[src/rtl/spi_tx_arbiter.sv]
// Round-robin arbiter and word sequencer in front of the 16-bit SPI slave
// transmitter. Grants one requester at a time and tracks SCLK falling edges
// to know when the word has left MISO. Aborts on a stalled master.
module spi_tx_arbiter #(
  parameter int unsigned NUM_REQ        = 4,
  parameter int unsigned WORD_W         = 16,
  parameter int unsigned EDGES_PER_WORD = 17,
  parameter int unsigned GUARD_CYCLES   = 2,
  parameter int unsigned TIMEOUT_CYCLES = 4096
) (
  input  logic                          clk,
  input  logic                          reset_n,
  input  logic [NUM_REQ-1:0]            req,
  input  logic [NUM_REQ*WORD_W-1:0]     req_data,
  output logic [NUM_REQ-1:0]            req_ack,
  output logic [NUM_REQ-1:0]            req_done,
  input  logic                          sclk,
  output logic                          tx_start,
  output logic [WORD_W-1:0]             tx_data,
  output logic                          tx_reset,
  output logic                          busy,
  output logic [$clog2(NUM_REQ)-1:0]    owner,
  output logic                          timeout_err
);

  localparam int unsigned OWN_W        = $clog2(NUM_REQ);
  localparam int unsigned EDGE_W       = $clog2(EDGES_PER_WORD + 1);
  localparam int unsigned TO_W         = $clog2(TIMEOUT_CYCLES);
  localparam int unsigned ABORT_CYCLES = 2;
  localparam int unsigned PH_MAX       = (GUARD_CYCLES > ABORT_CYCLES) ? GUARD_CYCLES : ABORT_CYCLES;
  localparam int unsigned PH_W         = (PH_MAX > 1) ? $clog2(PH_MAX) : 1;

  typedef enum logic [2:0] {
    S_IDLE  = 3'd0,
    S_LOAD  = 3'd1,
    S_SHIFT = 3'd2,
    S_GUARD = 3'd3,
    S_ABORT = 3'd4
  } state_e;

  state_e              state_q, state_d;
  logic [OWN_W-1:0]    ptr_q, ptr_d;
  logic [OWN_W-1:0]    owner_q, owner_d;
  logic [WORD_W-1:0]   tx_data_q, tx_data_d;
  logic [EDGE_W-1:0]   edge_cnt_q, edge_cnt_d;
  logic [TO_W-1:0]     to_cnt_q, to_cnt_d;
  logic [PH_W-1:0]     ph_cnt_q, ph_cnt_d;
  logic                sync1_q, sync1_d;
  logic                sync2_q, sync2_d;
  logic                sclk_prev_q, sclk_prev_d;
  logic [NUM_REQ-1:0]  req_ack_q, req_ack_d;
  logic [NUM_REQ-1:0]  req_done_q, req_done_d;
  logic                tx_start_q, tx_start_d;
  logic                busy_q, busy_d;
  logic                timeout_err_q, timeout_err_d;
  logic                tx_reset_q, tx_reset_d;

  logic                fall;
  logic                grant_vld;
  logic [OWN_W-1:0]    grant_idx;
  logic [WORD_W-1:0]   grant_word;
  logic [OWN_W:0]      cand;
  logic [OWN_W-1:0]    ptr_next;

  // SCLK synchronizer and falling-edge detector; idle level of SCLK is high
  always_comb begin
    sync1_d     = sclk;
    sync2_d     = sync1_q;
    sclk_prev_d = sync2_q;
    fall        = sclk_prev_q & ~sync2_q;
  end

  // Round-robin pick: first set req bit scanning upward from ptr with wrap
  always_comb begin
    grant_vld  = 1'b0;
    grant_idx  = '0;
    grant_word = '0;
    cand       = '0;
    for (int unsigned i = 0; i < NUM_REQ; i++) begin
      cand = {1'b0, ptr_q} + (OWN_W+1)'(i);
      if (cand >= (OWN_W+1)'(NUM_REQ)) begin
        cand = cand - (OWN_W+1)'(NUM_REQ);
      end
      if (!grant_vld && req[cand[OWN_W-1:0]]) begin
        grant_vld = 1'b1;
        grant_idx = cand[OWN_W-1:0];
      end
    end
    for (int unsigned i = 0; i < NUM_REQ; i++) begin
      if (grant_idx == OWN_W'(i)) begin
        grant_word = req_data[i*WORD_W +: WORD_W];
      end
    end
  end

  // Pointer advances past the owner so the same requester is not favoured
  always_comb begin
    if (owner_q == OWN_W'(NUM_REQ - 1)) begin
      ptr_next = '0;
    end else begin
      ptr_next = owner_q + OWN_W'(1);
    end
  end

  // Next-state and registered-output logic of the sequencer
  always_comb begin
    state_d       = state_q;
    ptr_d         = ptr_q;
    owner_d       = owner_q;
    tx_data_d     = tx_data_q;
    edge_cnt_d    = edge_cnt_q;
    to_cnt_d      = to_cnt_q;
    ph_cnt_d      = ph_cnt_q;
    req_ack_d     = '0;
    req_done_d    = '0;
    tx_start_d    = 1'b0;
    timeout_err_d = 1'b0;

    unique case (state_q)
      S_IDLE: begin
        // Edges seen while idle never count toward a word
        edge_cnt_d = '0;
        to_cnt_d   = '0;
        if (grant_vld) begin
          owner_d              = grant_idx;
          tx_data_d            = grant_word;
          req_ack_d[grant_idx] = 1'b1;
          tx_start_d           = 1'b1;
          state_d              = S_LOAD;
        end
      end

      S_LOAD: begin
        ptr_d      = ptr_next;
        edge_cnt_d = '0;
        to_cnt_d   = '0;
        state_d    = S_SHIFT;
      end

      S_SHIFT: begin
        if (fall) begin
          edge_cnt_d = edge_cnt_q + EDGE_W'(1);
          to_cnt_d   = '0;
          if (edge_cnt_q == EDGE_W'(EDGES_PER_WORD - 1)) begin
            ph_cnt_d = '0;
            state_d  = S_GUARD;
          end
        end else if (to_cnt_q == TO_W'(TIMEOUT_CYCLES - 1)) begin
          ph_cnt_d      = '0;
          timeout_err_d = 1'b1;
          state_d       = S_ABORT;
        end else begin
          to_cnt_d = to_cnt_q + TO_W'(1);
        end
      end

      S_GUARD: begin
        // Lets the transmitter get back to its wait state before the next word
        if (ph_cnt_q == PH_W'(GUARD_CYCLES - 1)) begin
          ph_cnt_d            = '0;
          req_done_d[owner_q] = 1'b1;
          state_d             = S_IDLE;
        end else begin
          ph_cnt_d = ph_cnt_q + PH_W'(1);
        end
      end

      S_ABORT: begin
        if (ph_cnt_q == PH_W'(ABORT_CYCLES - 1)) begin
          ph_cnt_d = '0;
          state_d  = S_IDLE;
        end else begin
          ph_cnt_d = ph_cnt_q + PH_W'(1);
        end
      end

      default: begin
        state_d = S_IDLE;
      end
    endcase

    busy_d     = (state_d != S_IDLE);
    tx_reset_d = (state_d == S_ABORT);
  end

  // State and output registers
  always_ff @(posedge clk or negedge reset_n) begin
    if (!reset_n) begin
      state_q       <= S_IDLE;
      ptr_q         <= '0;
      owner_q       <= '0;
      tx_data_q     <= '0;
      edge_cnt_q    <= '0;
      to_cnt_q      <= '0;
      ph_cnt_q      <= '0;
      sync1_q       <= 1'b1;
      sync2_q       <= 1'b1;
      sclk_prev_q   <= 1'b1;
      req_ack_q     <= '0;
      req_done_q    <= '0;
      tx_start_q    <= 1'b0;
      busy_q        <= 1'b0;
      timeout_err_q <= 1'b0;
      tx_reset_q    <= 1'b0;
    end else begin
      state_q       <= state_d;
      ptr_q         <= ptr_d;
      owner_q       <= owner_d;
      tx_data_q     <= tx_data_d;
      edge_cnt_q    <= edge_cnt_d;
      to_cnt_q      <= to_cnt_d;
      ph_cnt_q      <= ph_cnt_d;
      sync1_q       <= sync1_d;
      sync2_q       <= sync2_d;
      sclk_prev_q   <= sclk_prev_d;
      req_ack_q     <= req_ack_d;
      req_done_q    <= req_done_d;
      tx_start_q    <= tx_start_d;
      busy_q        <= busy_d;
      timeout_err_q <= timeout_err_d;
      tx_reset_q    <= tx_reset_d;
    end
  end

  // Transmitter is held in reset whenever this block is
  assign tx_reset    = tx_reset_q | ~reset_n;
  assign req_ack     = req_ack_q;
  assign req_done    = req_done_q;
  assign tx_start    = tx_start_q;
  assign tx_data     = tx_data_q;
  assign busy        = busy_q;
  assign owner       = owner_q;
  assign timeout_err = timeout_err_q;

endmodule

[config.mk]
export PLATFORM = sky130hd
export DESIGN_NAME = spi_tx_arbiter
export DESIGN_NICKNAME = d
export VERILOG_FILES = /design/src/rtl/spi_tx_arbiter.sv
export SDC_FILE = /design/constraint.sdc
export NUM_CORES = 1
export LEC_CHECK = 0
export BUFFER_PORTS_ARGS = -buffer_cell sky130_fd_sc_hd__buf_2
export CORE_MARGIN = 2
export CORE_UTILIZATION = 55
export DETAILED_ROUTE_END_ITERATION = 7
export PLACE_DENSITY = 0.95
export SYNTH_ARGS = -nofsm -noshare
export SYNTH_HDL_FRONTEND = slang
export SYNTH_SLANG_ARGS = --single-unit
[constraint.sdc]
create_clock -name clk -period 3.4 [get_ports clk]
set_input_delay 0.68 -clock clk [delete_from_list [all_inputs] [get_ports clk]]
set_output_delay 0.68 -clock clk [all_outputs]
set_load 0.01 [all_outputs]
==> summary.txt <==
Timing
  – Final worst setup slack: 0.767 ns
  – Fin crit share: 77.5%
  – Final setup viols: 0
  – Rel. slew slack: 39.4%
  – Max Freq: 380 MHz
  – Final Hold Vio Count: 0
  – Setup TNS: 0 ns
  – Post-layout min period: 2.63 ns
  – Measured slew at the worst slew-check pin: slightly above 0.9 ns
  – Clock Skew: 0.00767 ns
  – Pins Over Slew Limit: 0
  – RSZ-0062 raised after global routing: no

Pwr
  – Leakage: ~1.8 nW
  – Gate power share: 45.8%
  – Clock power share: 16.2%
  – Sw power: 1.11 mW
  – Maximum VDD drop: between 0.4 and 0.5 mV
  – Register share of total power: 38.0%
  – Internal power: 1.56 mW
  – PwrDens: 704 nW/um^2
  – Sw Share: 41.7%

Setup path
  – Critical Path RT: about 3.6 ns
  – Critical path endpoint category: flip-flop
  – Kind of critical path: in -> reg
  – Worst Path Max Fanout: 18
  – Worst Path Arrival: between 2 and 3 ns
  – Worst setup SP type: primary input

GRT
  – Vias in the first global route: 2825
  – First-pass GRT wire length: 12.9 mm
  – Overflow after GRT: 0
  – Initial antenna violation count: 0
  – Largest net degree at the start of global routing: 57
  – GRT Overall Usage: between 20% and 30%

Yosys
  – Flops & latches, synth: 56
  – Mean post-synth cell area: 9.75 sq um
  – EDFF count, synth: 0
  – Post-synthesis sequential area ratio: 44.2%
  – Post-Synthesis Cells: 326
  – Fraction of registers with async set/reset: 100%
  – Distinct cells, synth: 49
  – Synth Net Count: slightly above 400
  – Main flop type after synthesis: dfrtp_1
  – Synth Warn #: 0
  – Post-Synthesis Cell Area: 3180 sq um

Route
  – First-iteration detailed-routing DRC count: 204
  – DR WL/cell: 16.1 microns
  – Final ANT Viol Nets: 0
  – Final wirelength: 7.85 mm
  – Residual DRC: 0
  – Router iterations before antenna repair: 4
  – Vias: approximately 3.0k
  – Vias per Instance: 6.07

Finish
  – Share of cells above drive strength 1: roughly a third
  – Final Instance Area: 3800 sq um
  – Most frequent cells in the layout: buf_2, dfrtp_1, nand2_1
  – Antenna diodes: 0
  – Final core utilization: between 60 and 70%
  – Commonest non-fill, non-tap cell in the layout: buf_2
  – Area growth, synth to finish: 19.5%
  – Final nets: 494

Flow run
  – Max-cap violation count: 0

Die
  – Core Area: 5540 sq um
  – FP Rows: 27
  – Initial Util: 57.4%
  – Chip width: 80.0 microns
  – Die height: 80.0 microns
  – Die footprint: approximately 6400 sq um
  – Io pins: 101

Clock network
  – Reg clk slew, reported paths: 0.10 ns
  – Post-CTS Setup Bufs: 0
  – Quantity of hold-fixing buffers added after cts: 0
  – Latest clock arrival within the worst-skew pair: 0.31 ns
  – Root Buffer: clkbuf_8
  – CTS Buffer Depth: 2
  – CTS buffer count: 5
  – CTS resizes: 0
  – TritonCTS clock tree: done
  – Htree depth: 2
  – Sink Count: 56

Outcome
  – Status: finished, final reports clean

Placed design
  – IO buf count: 100
  – Post-DP HPWL: about 5.8 mm
  – Gpl congestion: 0.861
  – Placed cell area: 3690 sq um
  – Pre-CTS setup slack: 0.471 ns

Worst hold path
  – Worst Hold Class: reg -> reg
[cell usage after synthesis (all sizes together), types with 5 or more instances]
master	n	area, sq um
nand3	9	45.0
nor2b	7	43.8
and2	9	56.3
o211ai	11	82.6
nand2	30	113
o31a	7	61.3
mux2i	16	160
a211oi	15	123
buf	10	66.3
dfrtp	53	1330
o21ai	20	104
nor2	25	93.8
inv	8	30.0
a21oi	6	33.8
nand4	13	81.3
nand2b	6	37.5
ha	7	87.6
a21bo	9	90.1
o31ai	14	105
clkbuf	10	37.5
and3	5	31.3
[worst max-delay path, cell delays in order]
cell and delay, ns:
buf_2 0.12, nor4_1 0.51, or4_1 0.53, inv_2 0.18, o21ai_2 0.34, a211oi_1 0.15, a211oi_1 0.32
[metal layers]
layer  GRT usage [%]  wire length, microns  up-vias
met4            8.31                   158        0
li1                -                     -     1382
met2            44.7                  4000      173
met5               0                     0        -
met3            5.54                   697       20
met1            31.5                  2990     1395
[power by group through the flow]
stage,registers (mW),clock network (mW),logic [mW]
finish,1.02,0.432,1.23
global route,1.04,0.469,1.35
CTS,1.01,0.444,1.22
detailed placement,1.02,0,1.22
global placement,1.01,0,1.17
floorplan,1.03,0,0.844
[worst paths after layout]
| check | cells after the start | slack (ns) | from | end |
|---|---|---|---|---|
| setup / recovery | 7 | 0.77 | req[0] | tx_data[14] |
| hold / removal | 0 | 0.37 | sync1_q | sclk_prev_d |
| setup reg to reg | 5 | 0.84 | state_q[2] | tx_data[14] |
| hold reg to reg | 0 | 0.37 | sync1_q | sclk_prev_d |
| max in group asynchronous | 2 | 2.43 | reset_n | req_done[3] |
| min in group asynchronous | 2 | 0.53 | reset_n | timeout_err |
[cell type report]
type	count	area (sq um)
Clock buffer	5	68.8
Clock inverter	3	42.5
Fill cell	412	1740
Inverter	8	30.0
Multi-Input combinational cell	242	1640
Sequential cell	56	1410
Tap cell	72	90.1
Timing Repair Buffer	103	523
[flip-flops by register name, summed over array words and instances, names as in the netlist, 2 cells and up]
register,flops
tx_data,16
to_cnt_q,12
edge_cnt_q,5
req_ack,4
req_done,4
state_q,3
owner,2
ptr_q,2
[logic make-up after synthesis]
kind of cell	count (synthesis)	share of synthesized area, %
multiplexers	17	5.39
AO/OA/AOI/OAI	94	22.2
flip-flops	56	44.2
XOR/XNOR	6	1.65
adder cells (fa/ha/maj)	7	2.76
buffers and inverters	28	4.21
AND/OR/NAND/NOR	118	19.6
[through the flow]
| stage | power, mW | hold WS (ns) | instances |
|---|---|---|---|
| 2_1_floorplan | 1.87 | 0.345 | 326 |
| 3_3_place_gp | 2.18 | 0.347 | 481 |
| 3_5_place_dp | 2.24 | 0.349 | 481 |
| 4_1_cts | 2.68 | 0.373 | 489 |
| 5_1_grt | 2.86 | 0.382 | 489 |
| 6_report | 2.67 | 0.370 | 489 |
Power figures use the tool's default switching activity.
